File: config.mk
export PLATFORM = sky130hd
export DESIGN_NAME = mem_intf_demux_ot
export DESIGN_NICKNAME = d
export VERILOG_FILES = /design/src/rtl/mem_intf_demux_ot.sv
export SDC_FILE = /design/constraint.sdc
export NUM_CORES = 1
export LEC_CHECK = 0
export ABC_CLOCK_PERIOD_IN_PS = 4520
export CORE_AREA = 10 10 116 118
export CTS_CLUSTER_DIAMETER = 80
export CTS_CLUSTER_SIZE = 40
export DETAILED_ROUTE_END_ITERATION = 7
export DIE_AREA = 0 0 126 128
export GPL_TIMING_DRIVEN = 0
export RECOVER_POWER = 100
export SYNTH_ARGS = -nofsm -noshare
export SYNTH_HDL_FRONTEND = slang
export SYNTH_SLANG_ARGS = --single-unit
File: constraint.sdc
create_clock -name clk_i -period 4.52 [get_ports clk_i]
set_input_delay 0.904 -clock clk_i [delete_from_list [all_inputs] [get_ports clk_i]]
set_output_delay 0.904 -clock clk_i [all_outputs]
set_load 0.02 [all_outputs]
File: src/rtl/mem_intf_demux_ot.sv
// mem_intf_demux_ot
// Multi-outstanding TCDM demultiplexer. One master port is routed to
// NR_OUTPUTS slave ports by an address-map rule table; the selected slave sees
// the address rebased by the matched rule's start address. Up to
// MAX_OUTSTANDING reads may be in flight, all to the same slave. A request to
// a different slave waits until every pending response has returned, which
// keeps responses in order without a reorder buffer.
//
// Optional build macro: MEM_DEMUX_DECERR_EN
//   defined   : unmapped addresses go to an internal error port (index
//               NR_OUTPUTS) that grants at once, answers reads with 32'hBADCAB1E,
//               drops writes, and pulses err_o for each unmapped grant.
//   undefined : unmapped addresses go to port 0 unrebased; no err_o port.
//
// Ports (the mem_intf bundles are flattened to master_* / slave_* signals):
//   clk_i, reset_i      clock, synchronous active-high reset
//   master_*            upstream request/response (req, gnt, addr, wen, data,
//                       be, r_ready, r_valid, r_data)
//   slave_*[NR_OUTPUTS] downstream ports with the same fields
//   err_o               unmapped-grant pulse (MEM_DEMUX_DECERR_EN only)

package mem_pkg;
   typedef struct packed {
      logic [31:0] idx;
      logic [63:0] start_addr;
      logic [63:0] end_addr;   // exclusive
   } addr_map_rule_t;
endpackage

module mem_intf_demux_ot #(
   parameter int unsigned NR_OUTPUTS        = 2,
   parameter int unsigned NR_ADDR_MAP_RULES = 1,
   parameter mem_pkg::addr_map_rule_t [NR_ADDR_MAP_RULES-1:0] addr_map_rules = '0,
   parameter int unsigned ADDR_WIDTH        = 32,
   parameter int unsigned DATA_WIDTH        = 32,
   parameter int unsigned BE_WIDTH          = DATA_WIDTH/8,
   parameter int unsigned MAX_OUTSTANDING   = 4
) (
   input  logic                                   clk_i,
   input  logic                                   reset_i,
   input  logic                                   master_req,
   output logic                                   master_gnt,
   input  logic [ADDR_WIDTH-1:0]                  master_addr,
   input  logic                                   master_wen,
   input  logic [DATA_WIDTH-1:0]                  master_data,
   input  logic [BE_WIDTH-1:0]                    master_be,
   input  logic                                   master_r_ready,
   output logic                                   master_r_valid,
   output logic [DATA_WIDTH-1:0]                  master_r_data,
   output logic [NR_OUTPUTS-1:0]                  slave_req,
   input  logic [NR_OUTPUTS-1:0]                  slave_gnt,
   output logic [NR_OUTPUTS-1:0][ADDR_WIDTH-1:0]  slave_addr,
   output logic [NR_OUTPUTS-1:0]                  slave_wen,
   output logic [NR_OUTPUTS-1:0][DATA_WIDTH-1:0]  slave_data,
   output logic [NR_OUTPUTS-1:0][BE_WIDTH-1:0]    slave_be,
   output logic [NR_OUTPUTS-1:0]                  slave_r_ready,
   input  logic [NR_OUTPUTS-1:0]                  slave_r_valid,
   input  logic [NR_OUTPUTS-1:0][DATA_WIDTH-1:0]  slave_r_data
`ifdef MEM_DEMUX_DECERR_EN
   ,
   output logic                                   err_o
`endif
);

`ifdef MEM_DEMUX_DECERR_EN
   // one extra index for the internal error port
   localparam int unsigned PORT_W = $clog2(NR_OUTPUTS + 1);
`else
   localparam int unsigned PORT_W = (NR_OUTPUTS > 1) ? $clog2(NR_OUTPUTS) : 1;
`endif
   localparam int unsigned CNT_W = $clog2(MAX_OUTSTANDING + 1);
   localparam logic [CNT_W-1:0] CNT_MAX = CNT_W'(MAX_OUTSTANDING);

   logic [CNT_W-1:0]      out_cnt;
   logic [PORT_W-1:0]     active_q;

   logic [PORT_W-1:0]     port_sel;
   logic                  rule_hit;
   logic [ADDR_WIDTH-1:0] hit_start;
   logic [ADDR_WIDTH-1:0] rebase;
   logic                  sel_gnt;
   logic                  act_r_valid;
   logic [DATA_WIDTH-1:0] act_r_data;
   logic                  retire;
   logic                  issue;
   logic                  granted;

   // Address decode: the last matching rule wins.
   always_comb begin
      logic [ADDR_WIDTH-1:0] r_start;
      logic [ADDR_WIDTH-1:0] r_end;
      rule_hit  = 1'b0;
      port_sel  = '0;
      hit_start = '0;
      for (int r = 0; r < int'(NR_ADDR_MAP_RULES); r++) begin
         r_start = addr_map_rules[r].start_addr[ADDR_WIDTH-1:0];
         r_end   = addr_map_rules[r].end_addr[ADDR_WIDTH-1:0];
         if (master_addr >= r_start && master_addr < r_end) begin
            rule_hit  = 1'b1;
            port_sel  = PORT_W'(addr_map_rules[r].idx);
            hit_start = r_start;
         end
      end
`ifdef MEM_DEMUX_DECERR_EN
      if (!rule_hit) port_sel = PORT_W'(NR_OUTPUTS);
`endif
   end

   assign rebase = rule_hit ? hit_start : '0;

   // Response mux from the slave owning the outstanding reads.
   always_comb begin
      act_r_valid = 1'b0;
      act_r_data  = '0;
      for (int p = 0; p < int'(NR_OUTPUTS); p++) begin
         if (active_q == PORT_W'(p)) begin
            act_r_valid = slave_r_valid[p];
            act_r_data  = slave_r_data[p];
         end
      end
`ifdef MEM_DEMUX_DECERR_EN
      // error port: its pending count is out_cnt, so it is always ready to answer
      if (active_q == PORT_W'(NR_OUTPUTS)) begin
         act_r_valid = 1'b1;
         act_r_data  = DATA_WIDTH'(32'hBADCAB1E);
      end
`endif
   end

   assign master_r_valid = (out_cnt != '0) && act_r_valid;
   assign master_r_data  = (out_cnt != '0) ? act_r_data : '0;
   assign retire         = master_r_valid && master_r_ready;

   // A full counter may still accept a read to the same slave when a response
   // retires in the same cycle.
   assign issue = master_req &&
                  ((out_cnt == '0) ||
                   ((port_sel == active_q) && ((out_cnt < CNT_MAX) || retire)));

   always_comb begin
      sel_gnt = 1'b0;
      for (int p = 0; p < int'(NR_OUTPUTS); p++) begin
         if (port_sel == PORT_W'(p)) sel_gnt = slave_gnt[p];
      end
`ifdef MEM_DEMUX_DECERR_EN
      if (port_sel == PORT_W'(NR_OUTPUTS)) sel_gnt = 1'b1;
`endif
   end

   assign master_gnt = issue && sel_gnt;
   assign granted    = master_gnt;

`ifdef MEM_DEMUX_DECERR_EN
   assign err_o = granted && !rule_hit;
`endif

   always_comb begin
      slave_req  = '0;
      slave_wen  = '1;
      slave_addr = '0;
      slave_data = '0;
      slave_be   = '0;
      for (int p = 0; p < int'(NR_OUTPUTS); p++) begin
         if (master_req && port_sel == PORT_W'(p)) begin
            slave_req[p]  = issue;
            slave_wen[p]  = master_wen;
            slave_addr[p] = master_addr - rebase;
            slave_data[p] = master_data;
            slave_be[p]   = master_be;
         end
      end
   end

   always_comb begin
      slave_r_ready = '0;
      for (int p = 0; p < int'(NR_OUTPUTS); p++) begin
         if (out_cnt != '0 && active_q == PORT_W'(p)) slave_r_ready[p] = master_r_ready;
      end
   end

   always_ff @(posedge clk_i) begin
      if (reset_i) begin
         out_cnt  <= '0;
         active_q <= '0;
      end else begin
         case ({granted && !master_wen, retire})
            2'b10:   out_cnt <= out_cnt + CNT_W'(1);
            2'b01:   out_cnt <= out_cnt - CNT_W'(1);
            default: out_cnt <= out_cnt;
         endcase
         if (granted && (!master_wen || out_cnt == '0)) active_q <= port_sel;
      end
   end

   a_cnt_bound: assert property (@(posedge clk_i) disable iff (reset_i)
                                 out_cnt <= CNT_MAX);
   a_gnt_req:   assert property (@(posedge clk_i) disable iff (reset_i)
                                 master_gnt |-> master_req);

endmodule

==> flow_summary.rst <==
.. list-table::
   :header-rows: 1

   * - Metric
     - Value
   * - Critical path class
     - input port to output pin
   * - Area of the core
     - 11,200 µm²
   * - Fraction of power consumed by the clock network
     - 0.228
   * - Hold violation total from the final report
     - 0
   * - Most frequent standard cell in the layout excluding fill and tap cells
     - sky130_fd_sc_hd__dlygate4sd3_1
   * - Initial cell density of the core
     - 0.129
   * - Post-DRT Antenna Nets
     - 0
   * - Worst clock skew
     - 0.000496 ns
   * - Post-CTS Resized
     - 0
   * - Largest net degree at the start of global routing
     - 11
   * - Total wirelength of the detailed-routed design
     - about 9500 µm
   * - Antenna diodes
     - 0
   * - Proportion of power drawn by flip-flops and latches
     - 0.048
   * - Number of clock sinks
     - 3
   * - Post-CTS setup-driven buffer insertion count
     - 0
   * - Worst-path cell chain
     - dlygate4sd3_1 > clkbuf_1 > and2_1 > dlygate4sd3_1
   * - Clk slew on worst S/H paths
     - approximately 0.030 ns
   * - LEAKAGE
     - slightly above 2 nW
   * - Outcome
     - finished, final reports clean
   * - Post-synthesis instance area
     - ~1500 µm²
   * - Number of antenna violations at the first check in global routing
     - 0
   * - Cell row count
     - 39
   * - Overall die width
     - 126 µm
   * - Top Registers
     - out_cnt (3)
   * - Wire length of the first global-routing pass
     - between 10,000 and 15,000 µm
   * - RSZ-0062 raised after global routing
     - false
   * - Post-synthesis instance total
     - 210
   * - Ratio of routed vias to standard cells
     - about 3.3
   * - Worst setup EP type
     - output pin
   * - Number of standard cells in the layout, taps in and fillers out
     - 637
   * - Detailed-route DRC error count
     - 0
   * - Peak VDD IR
     - 0.000106 V
   * - Internal power summed over all cells
     - 0.380 mW
   * - Total grt overflow
     - 0
   * - Synth warn
     - 0
   * - Switching component of the power
     - around 0.25 mW
   * - Fmax achieved
     - roughly 260 MHz
   * - Period minus WS final
     - roughly 3.8 ns
   * - Area growth from synthesis to final layout
     - 181%
   * - Net count, final
     - 638
   * - CP max stage delay
     - about 0.75 ns
   * - Proportion of layout cells with a drive suffix above 1
     - 0.160
   * - Number of top-level pins
     - around 320
   * - Die Span Y
     - roughly 130 µm
   * - Via count of the first global-routing pass
     - roughly 2,300
   * - Combinational share of power
     - 0.724
   * - Clock tree from TritonCTS
     - done
   * - Half-perimeter wire length after placement
     - approximately 9000 µm
   * - Hold buffers post-CTS
     - 0
   * - Cts bufs inserted
     - 3
   * - Arr. time, crit path
     - approximately 2.9 ns
   * - Most used cell along the critical path
     - sky130_fd_sc_hd__dlygate4sd3_1
   * - Final setup vio count
     - 0
   * - Fin Setup TNS
     - 0 ns
   * - Die ar.
     - about 16,000 µm²
   * - Max FO, Critical Path
     - 10
   * - Max-slew violation count
     - 0
   * - Number of optimization iterations in the first detailed-route pass
     - 4
   * - Sequential-to-total area share from yosys stat
     - 0.0413
   * - Vias post-DR
     - around 2,100
   * - Maximum number of buffers from clock root to sink
     - 2
   * - Critical path's slowest cell
     - sky130_fd_sc_hd__dlygate4sd3_1
   * - Port buffer count
     - around 210
   * - Mean routed wirelength per cell
     - 14.9 µm
   * - Detailed Route Iter0 Violations
     - 11
   * - Flip-flop count of the largest register after layout
     - 3
   * - Root buffer cell
     - sky130_fd_sc_hd__clkbuf_16
   * - Slack of the worst reg-to-reg path
     - 2.41 ns
   * - Clock network latency to the later pin of the worst-skew pair
     - roughly 0.23 ns
   * - Overall global routing resource usage
     - 0.108
   * - Max H-tree Level
     - 1
   * - # placed instances
     - about 630
   * - Flops & latches, synth
     - 3
   * - Final Cycle Share
     - 0.841
   * - Worst setup SP type
     - input port
   * - Power per cell area
     - between 150 and 200 nW/µm²
   * - Data required time of the critical path
     - 3.62 ns
   * - Count of max-cap constraint violations
     - 0
   * - Worst min path class
     - register to register
   * - Synthesized area per cell
     - just under 7 µm²
   * - Leading cell types in the layout, fill and taps excluded
     - 106 x sky130_fd_sc_hd__dlygate4sd3_1, 105 x sky130_fd_sc_hd__clkdlybuf4s50_1, 71 x sky130_fd_sc_hd__buf_4, 71 x sky130_fd_sc_hd__conb_1, 69 x sky130_fd_sc_hd__and2_1
   * - Final RePlAce weighted congestion
     - roughly 0.85
   * - Number of distinct library cells after synthesis
     - 21
   * - Biggest register
     - out_cnt
   * - Net Sw Frac
     - 0.397
-- cell families after synthesis --
family,count (synthesis),synth area share
flops,3,0.0413
fa+ha+maj,2,0.0224
buf+inv,84,0.416
compound gates,4,0.0155
simple gates,113,0.488
xor+xnor,2,0.0121
other cells,2,0.00517
-- area by class of cell --
type	instances	area, µm²
well taps	143	179
flip-flops and latches	3	60.1
fillers	1158	7140
clock buffers	4	78.8
inverters	3	11.3
repair buffers	211	2110
multi-input cells	192	1050
plain buffers	81	593
-- synthesized netlist by cell type --
master / n / area, µm²
sky130_fd_sc_hd__and2_1: 69 / 432
sky130_fd_sc_hd__a21boi_1: 1 / 7.51
sky130_fd_sc_hd__clkbuf_1: 7 / 26.3
sky130_fd_sc_hd__buf_6: 3 / 33.8
sky130_fd_sc_hd__or3_1: 2 / 12.5
sky130_fd_sc_hd__conb_1: 2 / 7.51
sky130_fd_sc_hd__inv_1: 3 / 11.3
sky130_fd_sc_hd__nor2b_1: 33 / 206
sky130_fd_sc_hd__nor2b_2: 1 / 8.76
sky130_fd_sc_hd__fa_1: 1 / 20.0
sky130_fd_sc_hd__dfxtp_1: 3 / 60.1
sky130_fd_sc_hd__a21oi_1: 2 / 10.0
sky130_fd_sc_hd__xor2_1: 2 / 17.5
sky130_fd_sc_hd__buf_4: 71 / 533
sky130_fd_sc_hd__and2b_1: 1 / 7.51
sky130_fd_sc_hd__ha_1: 1 / 12.5
sky130_fd_sc_hd__o21ai_0: 1 / 5.00
sky130_fd_sc_hd__nand2_1: 1 / 3.75
sky130_fd_sc_hd__nor3_4: 1 / 16.3
sky130_fd_sc_hd__nand2b_1: 1 / 6.26
sky130_fd_sc_hd__nor2_1: 4 / 15.0
-- power by group through the flow --
| stage | combinational [mW] | clock, mW | sequential [mW] |
|---|---|---|---|
| floorplan | 0.250 | 0 | 0.0304 |
| global placement | 0.480 | 0 | 0.0307 |
| detailed placement | 0.482 | 0 | 0.0308 |
| CTS | 0.484 | 0.147 | 0.0304 |
| global route | 0.489 | 0.146 | 0.0306 |
| finish | 0.457 | 0.144 | 0.0303 |
-- worst max-delay path, delay by kind of cell --
kind,cells,cell delay [ns]
buffers and inverters,3,1.78
and+or+nand+nor,1,0.21
-- metrics by stage --
step / hold WS (ns) / util / area, µm² / power, mW / setup WS, ns
finish: 0.549 / 0.364 / 4080 / 0.631 / 0.721
global route: 0.601 / 0.364 / 4080 / 0.666 / 0.574
CTS: 0.566 / 0.364 / 4080 / 0.661 / 0.776
detailed placement: 0.561 / 0.357 / 4000 / 0.513 / 0.788
global placement: 0.545 / 0.357 / 4000 / 0.511 / 0.799
floorplan: 0.496 / - / 1710 / 0.281 / 1.99
-- path summary, 6_finish.rpt --
check / from / to / cells after the start
max: master_req / slave_data[29] / 4
min: out_cnt[2]$_SDFFE_PP0P_ / out_cnt[2]$_SDFFE_PP0P_ / 2
max reg2reg: out_cnt[2]$_SDFFE_PP0P_ / out_cnt[2]$_SDFFE_PP0P_ / 8
min reg2reg: out_cnt[2]$_SDFFE_PP0P_ / out_cnt[2]$_SDFFE_PP0P_ / 2
-- layer usage --
metal  vias to the layer above  track usage  share of wire
li1                       1050            -              -
met1                       876       0.0929           0.31
met2                       165        0.206           0.52
met3                         6       0.0658           0.15
met4                         0       0.0275          0.010
met5                         -            0              0
Note: power is estimated with default switching activity, not from simulation.
